==> src/rtl/adder_bist.sv <==
// adder_bist: built-in self-test wrapper for a combinational WIDTH-bit adder.
//
// Drives every operand vector {cin, a, b} to the adder under test. For each
// vector it waits SETTLE cycles, then compares the returned {cout, s} against
// a golden a+b+cin. It reports busy/done/pass/fail and the first failing
// vector.
//
// Parameters
//   WIDTH  : operand width; the vector index is 2*WIDTH+1 bits wide.
//   SETTLE : cycles each vector is held before sampling (minimum 1).
//
// Ports
//   clk, rst        : clock (rising edge), asynchronous active-high reset
//   start           : one-cycle pulse; starts a sweep when the block is idle
//   a, b, cin       : registered operands driven to the adder
//   s, cout         : adder result returned from the adder
//   busy            : a sweep is in progress
//   done            : the sweep has finished; stays set until the next start or rst
//   pass            : valid while done is set; 1 means no mismatch was seen
//   fail            : sticky; set on the first mismatch
//   vec             : current vector index, {cin, a, b}
//   err_a, err_b    : operands of the first failing vector
//   err_cin         : carry-in of the first failing vector
//   err_got         : {cout, s} captured at the first failure
//   err_cnt         : mismatch count, saturating (only with ADDER_BIST_CONT_EN)
//
// Build option
//   ADDER_BIST_CONT_EN : when defined, a mismatch does not stop the sweep, and
//                        the err_cnt output is added. When undefined, the sweep
//                        halts on the first mismatch.
module adder_bist #(
  parameter int WIDTH  = 8,
  parameter int SETTLE = 1
) (
  input  logic               clk,
  input  logic               rst,
  input  logic               start,
  output logic [WIDTH-1:0]   a,
  output logic [WIDTH-1:0]   b,
  output logic               cin,
  input  logic [WIDTH-1:0]   s,
  input  logic               cout,
  output logic               busy,
  output logic               done,
  output logic               pass,
  output logic               fail,
  output logic [2*WIDTH:0]   vec,
  output logic [WIDTH-1:0]   err_a,
  output logic [WIDTH-1:0]   err_b,
  output logic               err_cin,
  output logic [WIDTH:0]     err_got
`ifdef ADDER_BIST_CONT_EN
  ,
  output logic [2*WIDTH+1:0] err_cnt
`endif
);

  localparam int VW = 2*WIDTH + 1;
  localparam int SW = (SETTLE > 1) ? $clog2(SETTLE) : 1;
  localparam logic [SW-1:0] SETTLE_LAST = SW'(SETTLE - 1);

  typedef enum logic [1:0] {IDLE, DRIVE, CHECK, FINISH} state_t;

  state_t          state, state_nxt;
  logic [SW-1:0]   settle_cnt;
  logic            mismatch;
  logic            vec_last;
  logic            halt;

  // Full-width golden sum; the carry is kept so a broken cout is caught.
  function automatic logic [WIDTH:0] golden_sum(input logic [WIDTH-1:0] x,
                                                input logic [WIDTH-1:0] y,
                                                input logic             c);
    return {1'b0, x} + {1'b0, y} + {{WIDTH{1'b0}}, c};
  endfunction

  // The operands are simply the fields of the vector register, so they come
  // straight from flops. b is the inner loop and cin is the MSB.
  assign cin = vec[2*WIDTH];
  assign a   = vec[2*WIDTH-1:WIDTH];
  assign b   = vec[WIDTH-1:0];

  // 4-state compare: X/Z coming back from the adder must count as a failure.
  assign mismatch = ({cout, s} !== golden_sum(a, b, cin));
  assign vec_last = &vec;

`ifdef ADDER_BIST_CONT_EN
  assign halt = vec_last;
`else
  assign halt = mismatch | vec_last;
`endif

  always_ff @(posedge clk or posedge rst) begin
    if (rst) state <= IDLE;
    else     state <= state_nxt;
  end

  always_comb begin
    state_nxt = state;
    case (state)
      IDLE:    if (start) state_nxt = DRIVE;
      DRIVE:   if (settle_cnt == SETTLE_LAST) state_nxt = CHECK;
      CHECK:   state_nxt = halt ? FINISH : DRIVE;
      FINISH:  state_nxt = IDLE;
      default: state_nxt = IDLE;
    endcase
  end

  always_ff @(posedge clk or posedge rst) begin
    if (rst) begin
      vec        <= '0;
      settle_cnt <= '0;
      busy       <= 1'b0;
      done       <= 1'b0;
      pass       <= 1'b0;
      fail       <= 1'b0;
      err_a      <= '0;
      err_b      <= '0;
      err_cin    <= 1'b0;
      err_got    <= '0;
`ifdef ADDER_BIST_CONT_EN
      err_cnt    <= '0;
`endif
    end else begin
      case (state)
        IDLE: begin
          if (start) begin
            vec        <= '0;
            settle_cnt <= '0;
            busy       <= 1'b1;
            done       <= 1'b0;
            pass       <= 1'b0;
            fail       <= 1'b0;
            err_a      <= '0;
            err_b      <= '0;
            err_cin    <= 1'b0;
            err_got    <= '0;
`ifdef ADDER_BIST_CONT_EN
            err_cnt    <= '0;
`endif
          end
        end
        DRIVE: settle_cnt <= settle_cnt + SW'(1);
        CHECK: begin
          settle_cnt <= '0;
          // Only the first failure is recorded, even when the sweep continues.
          if (mismatch && !fail) begin
            fail    <= 1'b1;
            err_a   <= a;
            err_b   <= b;
            err_cin <= cin;
            err_got <= {cout, s};
          end
`ifdef ADDER_BIST_CONT_EN
          if (mismatch && (err_cnt != '1)) err_cnt <= err_cnt + (VW+1)'(1);
`endif
          if (!halt) vec <= vec + VW'(1);
        end
        FINISH: begin
          busy <= 1'b0;
          done <= 1'b1;
`ifdef ADDER_BIST_CONT_EN
          pass <= (err_cnt == '0);
`else
          pass <= ~fail;
`endif
        end
        default: ;
      endcase
    end
  end

endmodule

==> config.mk <==
export PLATFORM = sky130hd
export DESIGN_NAME = adder_bist
export DESIGN_NICKNAME = d
export VERILOG_FILES = /design/src/rtl/adder_bist.sv
export SDC_FILE = /design/constraint.sdc
export NUM_CORES = 1
export LEC_CHECK = 0
export CORE_MARGIN = 1.5
export CORE_UTILIZATION = 49
export DETAILED_ROUTE_END_ITERATION = 16
export GPL_ROUTABILITY_DRIVEN = 0
export PLACE_DENSITY = 0.8
export SLEW_MARGIN = 15
export SYNTH_ARGS = -nofsm -noshare
export SYNTH_HDL_FRONTEND = slang
export SYNTH_SLANG_ARGS = --single-unit
export TNS_END_PERCENT = 10
==> constraint.sdc <==
create_clock -name clk -period 4.8 [get_ports clk]
set_clock_uncertainty 0.1 [all_clocks]
set_input_delay 0.96 -clock clk [delete_from_list [all_inputs] [get_ports clk]]
set_output_delay 0.96 -clock clk [all_outputs]
set_load 0.02 [all_outputs]
Word level (Yosys, flattened, before mapping)
Cells that the tools add are included.

word-level totals
  register bits after elaboration = 50
  bits in latches = 0
  memory bits (writable) = 0
  memory bits (read-only) = 0
  bits of input ports = 12
  output and inout port bits = 64
  word-level logic and storage cells = 62
  memories kept = 0

cells by class
  add/subtract/negate cells = 4
  $mul = 0
  div/mod/pow operators = 0
  $lt $le $gt $ge = 0
  equality and inequality tests = 8
  shift operators = 0
  mux-type cells = 25
  bitwise operators = 2
  reductions and logical operators = 12

operators by type and width
  cell                     number
  $mux W17                 2
  $pmux W17 S2             1
  $pmux W8 S2              2
  $mux W8                  3
  $mux W9                  2
  $pmux W9 S2              1
  $add A17 B1 Y17 const B  1
  $reduce_and A17 Y1       1
  $pmux W1 S2              5
  $add A8 B8 Y9            1
  $add A9 B1 Y9            1
  $nex A9 B9 Y1            1
  $ne A2 B2 Y1 const B     4
  $pmux W2 S4              1
  $mux W2                  3
  $reduce_and A2 Y1        3
  $reduce_and A3 Y1        2
  $eq A2 B2 Y1 const B     2
  $mux W1                  4
  $reduce_bool A2 Y1       2
  $pmux W1 S3              1
  $reduce_bool A3 Y1       1
  $eq A2 B1 Y1 const B     1
  $logic_not A2 Y1         1
  other kinds (5)          5

Logic depth before layout (Yosys ltp)
Gate-level depths: netlist of run 1.

  depth after elaboration = 6
  mapped depth = 13
  depth with buffers taken out = 11

Worst setup path after synthesis of run 1
OpenSTA, ideal clock, no wires.

  kind = flip-flop to flip-flop
  start = reg vec[8]
  end = reg err_a[7]
  library setup time = 0.079 ns
  arrival time = 3.411 ns
  data required time = 4.621 ns
  path slack = 1.209 ns
  stages on the path, launching flop included = 14
  buffers on the path = 2
  period minus slack after synthesis = 3.591 ns
  path through = dfrtp_1 > inv_1 > fa_1 > inv_1 > fa_1 > xor2_1 > a311o_1 > a211oi_1 > nand4_1 > or4_1 > buf_2 > nand2_8 > buf_6 > mux2i_1

between the ends
  cells in the longest elaborated chain, start to end = 6

ends and longest elaborated chain
  item                                line  text
  start, declared                     47    output logic [2*WIDTH:0] vec,
  start signal, assigned              157   if (!halt) vec <= vec + VW'(1);
  $add A8 B8 Y9                       74    return {1'b0, x} + {1'b0, y} + {{WIDTH{1'b0}}, c};
  $add A9 B1 Y9                       74
  $nex A9 B9 Y1                       84    assign mismatch = ({cout, s} !== golden_sum(a, b, cin));
  $logic_and A1 B1 Y1                 147   if (mismatch && !fail) begin
  $ne A2 B2 Y1 (no source line)       -
  $reduce_and A3 Y1 (no source line)  -
  end signal, assigned                117   err_a <= '0;
  end signal, assigned                134   err_a <= '0;
  end signal, assigned                149   err_a <= a;
  end, declared                       48    output logic [WIDTH-1:0] err_a,

Every way passes these cells.
A chain may end at the register's enable or synchronous reset.

Worst setup path in the final report of run 1
  start = reg vec[8]
  end = reg vec[13]

between the ends
  cells in the longest elaborated chain, start to end = 6
  elaborated cells on any way between the ends = 10
  those cells by class = add/sub: 3; eq/ne: 2; mux: 2; bitwise: 1; reduce/logical: 2

ends and longest elaborated chain
  item                                line  text
  $add A8 B8 Y9                       74
  $add A9 B1 Y9                       74
  $nex A9 B9 Y1                       84
  $or A1 B1 Y1                        90    assign halt = mismatch | vec_last;
  $ne A2 B2 Y1 (no source line)       -
  $reduce_and A3 Y1 (no source line)  -

Several ways; a longest one is shown, not always the timed one. The select of a mux whose other input is x is not followed.

==> qor.yml, run 1 <==
status:
  status: "complete, no violations"
global_routing:
  first_global_vias: 2420
  grt_pass1_wl_um: 11900
  grt_max_degree: 51
  antenna_found_initial: 0
  track_usage: 0.239
  overflow: 0
setup_path:
  rr_startpoint: "vec[8]"
  crit_arrival_ns: 3.99
  r2r-end: "vec[13]"
  reg2reg_depth: 12
  crit_type: "register to register"
  setup.worst_path.start_class: "register"
  crit_required_ns: 4.89
  crit_path_end_kind: "register"
  path_max_fanout: 22
  reg2reg_slack_ns: 0.91
sta:
  tightest_slew_ns: 1.02
  slew_headroom: 0.322
  fin_ws_ns: 0.907
  slew_viol_final: 0
  hold_viol: 0
  setup_viol: 0
  setup_tns_ns: 0
  fmax_mhz: 257
  fin_crit_ns: 3.89
  rsz0062_at_grt: "false"
  finalCritPeriodShare: 0.811
power_and_ir_drop:
  p_per_area_mw_per_mm2: 383
  netSwitchingPower_w: 0.000548
  p_leak_nw: 1.81
  intPower_w: 0.000902
  p_comb_frac: 0.396
  ir_drop_mv: 0.300
  swShare: 0.378
  power.share.sequential: 0.397
  p_clk_frac: 0.207
synth:
  synthDistinctLibCells: 50
  avgSynthCellArea_um2: 9.40
  yosysWarningCount: 0
  ys_dominant_reg_cell: "dfrtp_1"
  synth-seq-cells: 50
  synth-edff-count: 0
  seq_area_frac_synth: 0.417
  synthArstFlopShare: 1.00
  synth_area_mm2: 0.00300
  syn_inst: 319
  synth_nets: 342
job:
  drv_cap: 0
routing:
  routed_via_density: 5.76
  first_pass_iters: 5
  vias: 2603
  wire_per_inst_um: 16.4
  ant_nets: 0
  drc: 0
  drtIter0Drc: 221
  wl_um: 7430
cts:
  cts_num_sinks: 50
  clk-insertion-delay-late_ns: 0.30
  htree_levels: 2
  cts_root_buf: "clkbuf_8"
  clkTransAtPathRegs_ns: 0.09
  holdBufCountCts: 0
  cts_resized: 0
  cts_setup_buffers: 0
  clock_path_buffers: 2
  cts_buffers: 5
  cts_tree: "built"
floorplan:
  die_y_um: 81.2
  die_w_um: 81.2
  core_mm2: 0.00592
  num_rows: 28
  start_util: 0.506
  dieArea_mm2: 0.00660
  ios: 76
final_layout:
  final_nets: 399
  final_cell_mix: "clkdlybuf4s50_1, dfrtp_1, nand2_1"
  drive_gt1_frac: 0.0398
  final_common_cell: "clkdlybuf4s50_1"
  antennaDiodeCount: 0
  stdcell_count: 452
  n_fill_cell: 516
  areaGrowthSynthToFinish_pct: 26.2
placement:
  placed_cells: 444
  dp_hpwl_um: 5260
  place_ws_ns: 1.01
  portBuffers: 75
worst_hold_path:
  holdCritStartpoint: "err_a[2]"
  whs_path_depth: 2
  hold_end: "err_a[2]"
  min-delay-path-class: "register to register"
==> synthesized netlist by cell type (all sizes together) (2+ instances only) <==
master / instances / area share
mux2i: 26 / 0.087
clkbuf: 6 / 0.0075
a21oi: 10 / 0.017
nand4: 3 / 0.0063
or3: 3 / 0.0063
a31oi: 2 / 0.0042
ha: 9 / 0.038
a221o: 8 / 0.027
nand2: 44 / 0.061
nand2b: 6 / 0.015
fa: 2 / 0.013
nor2: 17 / 0.021
o22ai: 2 / 0.0042
a21o: 3 / 0.0075
nand3b: 2 / 0.0050
dfrtp: 50 / 0.42
xor2: 3 / 0.0088
buf: 20 / 0.052
nand3: 11 / 0.018
inv: 34 / 0.043
o21ai: 7 / 0.012
and3: 9 / 0.019
nor4: 4 / 0.010
nor3: 6 / 0.010
o31ai: 3 / 0.0075
xnor2: 7 / 0.020
a311oi: 2 / 0.0058
a211oi: 2 / 0.0050
o2bb2ai: 3 / 0.0088
==> metal layers <==
layer	GRT usage	vias to the layer above	share of wire
met4	0.100	0	0.026
met5	0	-	0
li1	-	1208	-
met3	0.0416	18	0.070
met1	0.332	1255	0.43
met2	0.368	122	0.47
==> sequential cells by signal, indices dropped and copies added (netlist names) <==
| name | cells |
|---|---|
| pass | 1 |
| done | 1 |
| busy | 1 |
| vec | 17 |
| err_got | 9 |
| err_a | 8 |
| state | 2 |
| err_cin | 1 |
| fail | 1 |
| settle_cnt | 1 |
| err_b | 8 |
==> logic make-up (layout without fill, tap and decap cells) <==
| logic type | after synthesis | count (layout) | synth area share |
|---|---|---|---|
| flip-flops | 50 | 50 | 0.417 |
| multiplexers | 27 | 27 | 0.0906 |
| buffers and inverters | 60 | 118 | 0.102 |
| AND/OR/NAND/NOR | 112 | 112 | 0.189 |
| AO/OA/AOI/OAI | 49 | 49 | 0.121 |
| XOR/XNOR | 10 | 10 | 0.0292 |
| adder cells (fa/ha/maj) | 11 | 11 | 0.0509 |
==> worst max path at each step <==
stage          slack [ns]  cells past startpoint   start       end
5_1_grt              0.78                     12  vec[8]   vec[13]
6_report             0.91                     12  vec[8]   vec[13]
3_5_place_dp         1.01                     12  vec[8]   vec[12]
2_1_floorplan        1.21                     13  vec[8]  err_a[7]
3_3_place_gp         1.12                     11  vec[8]  err_b[0]
4_1_cts              0.96                     12  vec[8]   vec[13]
==> metrics by stage <==
step / hold slack (ns) / util / power, W / area, um^2
floorplan: 0.401 / - / 0.000945 / 3000
global placement: 0.407 / 0.620 / 0.00114 / 3670
detailed placement: 0.423 / 0.620 / 0.00116 / 3670
CTS: 0.437 / 0.639 / 0.00145 / 3780
global route: 0.464 / 0.639 / 0.00154 / 3780
finish: 0.429 / 0.639 / 0.00145 / 3780
==> power groups by stage <==
stage                     clock network [W]  registers (W)  logic (W)
after global placement                    0       0.000578   0.000557
final                              0.000299       0.000576   0.000574
after detailed placement                  0       0.000582   0.000573
after CTS                          0.000304       0.000575   0.000576
after global routing               0.000325       0.000589   0.000624
after floorplan                           0       0.000642   0.000303
==> worst max-delay path, stage by stage (launching register included) <==
cell      delay (ns)
dfrtp_1         0.47
inv_1           0.12
fa_1            0.48
inv_1           0.10
fa_1            0.43
xor2_1          0.17
a311o_1         0.27
a211oi_1        0.23
nand4_1         0.16
nor4_2          0.31
buf_4           0.30
nor2_1          0.21
a221o_1         0.43
==> layout make-up <==
type	instances	area, um^2	share of cell area
sequential	50	1250	0.331
timing repair buffer	76	758	0.200
inverter	34	128	0.0337
multi-input combinational	209	1440	0.381
clock inverter	2	37.5	0.00992
tap	75	93.8	0.0248
clock buffer	6	72.6	0.0192
(Power assumes the default switching activity.)
==> run 2, diff against run 1 <==
--- a/config.mk
+++ b/config.mk
@@ -6,10 +6,10 @@
 export NUM_CORES = 1
 export LEC_CHECK = 0
 export CORE_MARGIN = 1.5
-export CORE_UTILIZATION = 49
+export CORE_UTILIZATION = 45
 export DETAILED_ROUTE_END_ITERATION = 16
 export GPL_ROUTABILITY_DRIVEN = 0
-export PLACE_DENSITY = 0.8
+export PLACE_DENSITY = 0.77
 export SLEW_MARGIN = 15
 export SYNTH_ARGS = -nofsm -noshare
 export SYNTH_HDL_FRONTEND = slang
==> constraint.sdc (replaced) <==
create_clock -name clk -period 3.2 [get_ports clk]
set_clock_uncertainty 0.1 [all_clocks]
set_input_delay 0.64 -clock clk [delete_from_list [all_inputs] [get_ports clk]]
set_output_delay 0.64 -clock clk [all_outputs]
set_load 0.02 [all_outputs]
==> run 2 against run 1 <==
The run now ends with negative setup slack left. Clock-buffer cell count unchanged. Sequential cell count unchanged. Critical path depth decreased by 1. Setup slack got worse by 1.0 ns. Routed wire length increased by 11%. Utilization decreased by 0.44 points. Worst hold slack improved by 0.0032 ns. Power increased by 49%. Critical endpoint is now vec[8]. Largest power group is now combinational logic.
==> qor.yml, run 2 (synthesis results as in run 1) <==
status:
  status: "complete, but fails checks"  # was complete, no violations
  violations: "negative setup slack"
power_and_ir_drop:
  power.share.sequential: 0.395  # was 0.397
  swShare: 0.400  # was 0.378
  p_comb_frac: 0.436  # was 0.396
  p_per_area_mw_per_mm2: 533  # was 383 mW/mm^2
  intPower_w: 0.00130  # was 0.000902 W
  p_clk_frac: 0.169  # was 0.207
  netSwitchingPower_w: 0.000863  # was 0.000548 W
  p_leak_nw: 1.95  # was 1.81 nW
  ir_drop_mv: 0.451  # was 0.300 mV
cts:
  clock_path_buffers: 2  # unchanged
  clkTransAtPathRegs_ns: 0.09  # about the same
  htree_levels: 2  # unchanged
  cts_buffers: 5  # unchanged
  clk-insertion-delay-late_ns: 0.31  # was 0.30 ns
  cts_tree: "built"  # unchanged
  cts_num_sinks: 50  # unchanged
  cts_root_buf: "clkbuf_8"  # unchanged
routing:
  drc: 0  # unchanged
  wire_per_inst_um: 17.1  # was 16.4 um
  wl_met2_um: 4000  # was 3510 um
  routed_via_density: 5.62  # was 5.76
  vias: 2718  # was 2603
  drtIter0Drc: 186  # was 221
  wl_um: 8280  # was 7430 um
  wl_met1_um: 3480  # was 3210 um
  ant_nets: 0  # unchanged
  routed.top_layer: "met4"  # unchanged
  dr_wl_met3_um: 586  # was 518 um
  first_pass_iters: 4  # was 5
final_layout:
  stdcell_count: 484  # was 452
  final_cell_mix: "clkdlybuf4s50_1, dfrtp_1, nand2_1"  # unchanged
  top_register: "vec"  # unchanged
  areaGrowthSynthToFinish_pct: 35.1  # was 26.2%
  final_common_cell: "clkdlybuf4s50_1"  # unchanged
  reg_top3: "vec: 17 flops, err_got: 9 flops"  # unchanged
  final_nets: 430  # was 399
  largest_register_ffs: 17  # unchanged
  drive_gt1_frac: 0.145  # was 0.0398
  antennaDiodeCount: 0  # unchanged
floorplan:
  die_y_um: 84.6  # was 81.2 um
  die_w_um: 84.6  # was 81.2 um
  ios: 76  # unchanged
  core_mm2: 0.00639  # was 0.00592 mm^2
  dieArea_mm2: 0.00716  # was 0.00660 mm^2
  num_rows: 29  # was 28
  start_util: 0.469  # was 0.506
setup_path:
  cpPeakStageDelay_ns: 0.64  # was 0.48 ns
  crit_buf_inv: 2  # was 3
  crit_path_end_kind: "register"  # unchanged
  crit_required_ns: 3.31  # was 4.89 ns
  path_max_fanout: 7  # was 22
  crit_chain: "inv_2 -> fa_2 -> inv_2 -> fa_1 -> xor2_1 -> a311o_1 -> a211oi_2 -> nand4_1 -> or4_4 -> nand2b_4 -> o311ai_2"  # was inv_1 -> fa_1 -> inv_1 -> fa_1 -> xor2_1 -> a311o_1 -> a211oi_1 -> nand4_1 -> nor4_2 -> buf_4 -> nor2_1 -> a221o_1
  crit_arrival_ns: 3.43  # was 3.99 ns
  cp_common_cell: "inv_2"
  path_delay_family: "simple AND/OR/NAND/NOR gates"  # was compound AO/OA/AOI/OAI gates
  setup.worst_path.start_class: "register"  # unchanged
  crit_type: "register to register"  # unchanged
  crit_path_top_delay_cell: "or4_4"  # was fa_1
placement:
  placed_cells: 471  # was 444
  place_ws_ns: -0.260  # was 1.01 ns
  dp_hpwl_um: 5820  # was 5260 um
  portBuffers: 75  # unchanged
sta:
  setup_tns_ns: -1.23  # was 0 ns
  fin_ws_ns: -0.121  # was 0.907 ns
  fmax_mhz: 301  # was 257 MHz
  fin_crit_ns: 3.32  # was 3.89 ns
  fin_hold_ws_ns: 0.432  # was 0.429 ns
  hold_viol: 0  # unchanged
  tightest_slew_ns: 1.06  # was 1.02 ns
  finalCritPeriodShare: 1.04  # was 0.811
  slew_viol_final: 0  # unchanged
  rsz0062_at_grt: "true"  # was false
  setup_viol: 31  # was 0
  slew_headroom: 0.293  # was 0.322
job:
  drv_cap: 0  # unchanged
global_routing:
  antenna_found_initial: 0  # unchanged
  grt_max_degree: 33  # was 51
  overflow: 0  # unchanged
  track_usage: 0.228  # was 0.239
  grt_pass1_wl_um: 12900  # was 11900 um
  first_global_vias: 2564  # was 2420
worst_hold_path:
  min-delay-path-class: "register to register"  # unchanged
[run 2: changes by cell type in the layout (fill, tap and decap cells not counted), sizes merged]
| cell | previous run | this run |
|---|---|---|
| buf | 1 | 29 |
| nand2 | 44 | 47 |
| bufinv | 1 | 0 |
[run 2: per-stage QoR]
stage | utilization | power (W) | area [um^2]
after floorplan | - | 0.00143 | 3020
after global placement | 0.606 | 0.00173 | 3870
after detailed placement | 0.606 | 0.00176 | 3870
after CTS | 0.624 | 0.00215 | 3980
after global routing | 0.634 | 0.00227 | 4050
final | 0.634 | 0.00216 | 4050
[run 2: tightest hold or removal path: cells and delay by family (launching register included)]
| family | cells | cell delay [ns] |
|---|---|---|
| DFF | 1 | 0.38 |
| and+or+nand+nor | 1 | 0.06 |
| muxes | 1 | 0.06 |
[run 2: what timing repair did]
| action | 4_1_cts | 5_1_grt |
|---|---|---|
| hold buffers | 0 | 0 |
| buffers inserted | 0 | 2 |
| pin swaps | 3 | 1 |
| resized for setup | 3 | 6 |
| endpoints found under the setup margin | 40 | 45 |
| gates cloned | 2 | 2 |
| endpoints found under the hold margin | 0 | 0 |
[run 2: power by group through the flow]
stage                     clock [W]  sequential, W  combinational (W)
after floorplan                   0       0.000963           0.000462
after global placement            0       0.000860           0.000870
after detailed placement          0       0.000865           0.000894
after CTS                  0.000373       0.000853           0.000923
after global routing       0.000391       0.000873            0.00101
final                      0.000365       0.000854           0.000942
[run 2: final timing paths]
| kind | start | endpoint | slack [ns] | cells after the start |
|---|---|---|---|---|
| worst max-delay path | vec[16] | vec[8] | -0.12 | 11 |
| worst min-delay path | err_got[2] | err_got[2] | 0.43 | 2 |
| worst max register to register | vec[16] | vec[8] | -0.12 | 11 |
| worst min register to register | err_got[2] | err_got[2] | 0.43 | 2 |
| max in group asynchronous | rst | err_b[7] | 1.61 | 3 |
| min in group asynchronous | rst | err_got[7] | 0.66 | 2 |
[run 2: layer usage]
metal | GRT usage | vias up
met3 | 0.0246 | 15
met2 | 0.383 | 113
met5 | 0 | -
met4 | 0.0880 | 0
li1 | - | 1269
met1 | 0.304 | 1321
[run 2: layout make-up]
class,instances,area [um^2]
repair buffers,104,970
multi-input cells,212,1520
well taps,77,96.3
flip-flops and latches,50,1250
clock inverters,1,7.51
inverters,34,128
clock buffers,6,72.6
fillers,530,2330
==> RTL change, RTL diff (config.mk and constraints of run 2) <==
Set the parameter `WIDTH` to 6 (it was 8).
--- a/src/rtl/adder_bist.sv
+++ b/src/rtl/adder_bist.sv
@@ -29,7 +29,7 @@
 //                        the err_cnt output is added. When undefined, the sweep
 //                        halts on the first mismatch.
 module adder_bist #(
-  parameter int WIDTH  = 8,
+  parameter int WIDTH  = 6,
   parameter int SETTLE = 1
 ) (
   input  logic               clk,
Ports: changed (7 resized); port bits go from 76 to 60. No check against the original RTL was run, so the function may have changed too.
==> RTL change against run 2 <==
- via count decreased by 23%
- wire length is 26% lower
- critical path depth shrank 1
- worst setup slack better by 300 ps
- synthesized area decreased by 19%
- sequential cell count fell by 10
- total power rose by 34%
- cell area is 22% lower
- highest routed layer unchanged
==> RTL change: results (changes against run 2) <==
run status=finished clean; Register-to-Register Setup Slack=180 ps (+300 ps); antenna viol nets, final=0 (unchanged); number of clock buffers inserted by TritonCTS=5 (unchanged); met3 wire length=377 um (-36%); maximum resistive drop on vdd=0.455 mV (+0.91%); worst hold slack across all endpoints=419 ps (-13.0 ps); WL final=6140 um (-26%); FF-to-FF path depth=10 (-1); number of search-and-repair iterations in the first detailed-routing pass=4 (unchanged); initial detailed-routing violation count=169 (-9.1%); maximum number of buffers from clock root to sink=2 (unchanged); startpoint of the most critical hold path=done; largest driver fanout on the critical path=8 (+1); clock slew at reported path FFs=70 ps (-20 ps); met3 capacity usage during global routing=3.59% (+1.1 points); Min-Delay Endpoint=done; cells taking the most area after synthesis=dfrtp_1, mux2i_1, nand2_1; number of fill cells=466 (-12%); pin count of the biggest net entering global routing=41 (+24%); met2 capacity usage during global routing=33.3% (-5.0 points); buffers added on ports=59 (-21%); number of antenna violations at the first check in global routing=0 (unchanged); Async SR Flop Fraction=100% (unchanged); Worst Max-Slew Pin Slew=524 ps (-533 ps); top cell types by occurrence after synthesis=dfrtp_1, nand2_1, inv_1, mux2i_1, nand3_1; highest metal layer with signal wires=met4; buffers inserted during post-CTS setup optimization=0 (unchanged); global-route wire length before repair=10000 um (-22%); number of warnings issued by yosys=0 (unchanged); clock latency of the later-clocked register in the worst-skew pair=300 ps; leakage power figure=1.31 nW (-33%); via count of the first global-routing pass=2046 (-20%); Post-Synthesis Net Count=271 (-21%); proportion of synthesized chip area in sequential cells=41.5% (-0.26 points); aggregate global-route resource usage=21.8% (-1.0 points); Nets=328 (-24%); registers with the highest flip-flop counts=vec (13), err_got (7); post-detailed-placement half-perimeter wirelength=4460 um (-23%); share of final-layout standard cells stronger than drive strength 1=10.6% (-3.9 points); number of vias in the routed layout=2099 (-23%); met2 wire len=2770 um (-31%); count of instances resized after the clock tree is built=0 (-3); number of inserted diodes=0 (unchanged); cell depth of the worst min-delay path=2 (unchanged); leading register cell type out of synthesis=dfrtp_1; Met1 Wirelength=2800 um (-19%); end of the worst register-to-register path=vec[6]; Reg-to-Reg Start=vec[12]; type of the worst setup path=reg2reg; library cells used by synthesis=46 (-8.0%); Hold WC Path Type=reg2reg; met1 global-route usage=30.6% (+0.18 points); root buf cell=clkbuf_8; htree depth=2 (unchanged); data arrival time of the critical path=3130 ps (-300 ps)
RTL change: how the worst max path moves through the flow:
stage	depth (start not counted)	to
6_report	10	vec[6]
5_1_grt	10	vec[4]
4_1_cts	11	vec[1]
3_5_place_dp	11	vec[1]
3_3_place_gp	10	vec[6]
2_1_floorplan	10	vec[4]
RTL change: logic make-up after synthesis:
kind of cell	synth area share [%]
buf+inv	9.85
fa+ha+maj	4.77
mux	8.71
flops	41.5
xor+xnor	2.38
simple gates	19.8
compound gates	13.1
RTL change: critical path: stages, from the launching register on:
cell,delay (ps)
dfrtp_2,440
inv_1,120
fa_2,220
inv_1,60
fa_2,360
and3_1,230
or4_1,470
nand4b_1,180
o21ai_4,130
or4_1,530
o211ai_1,100
RTL change: metrics by stage:
| stage | cells | area, sq um | total power [mW] | utilization, % | setup slack (ps) |
|---|---|---|---|---|---|
| 3_3_place_gp | 373 | 3050 | 2.47 | 59.3 | 212 |
| 5_1_grt | 381 | 3160 | 3.08 | 61.5 | 2.08 |
| 2_1_floorplan | 253 | 2410 | 1.89 | - | 84.9 |
| 6_report | 381 | 3160 | 2.89 | 61.5 | 183 |
| 3_5_place_dp | 373 | 3050 | 2.51 | 59.3 | 124 |
| 4_1_cts | 381 | 3140 | 2.87 | 61.1 | 115 |
RTL change: power by group:
| part | switching, mW | internal, mW | total [mW] | leakage [nW] |
|---|---|---|---|---|
| combinational | 0.906 | 0.761 | 1.67 | 0.743 |
| clock | 0.177 | 0.175 | 0.352 | 0.0445 |
| sequential | 0.180 | 0.689 | 0.869 | 0.527 |
RTL change: final cells by class:
type	instances	share of cell area [%]
repair buffers	73	22.0
clock buffers	7	2.73
clock inverters	1	0.237
inverters	23	2.73
flip-flops and latches	40	31.7
multi-input cells	167	37.9
well taps	70	2.77
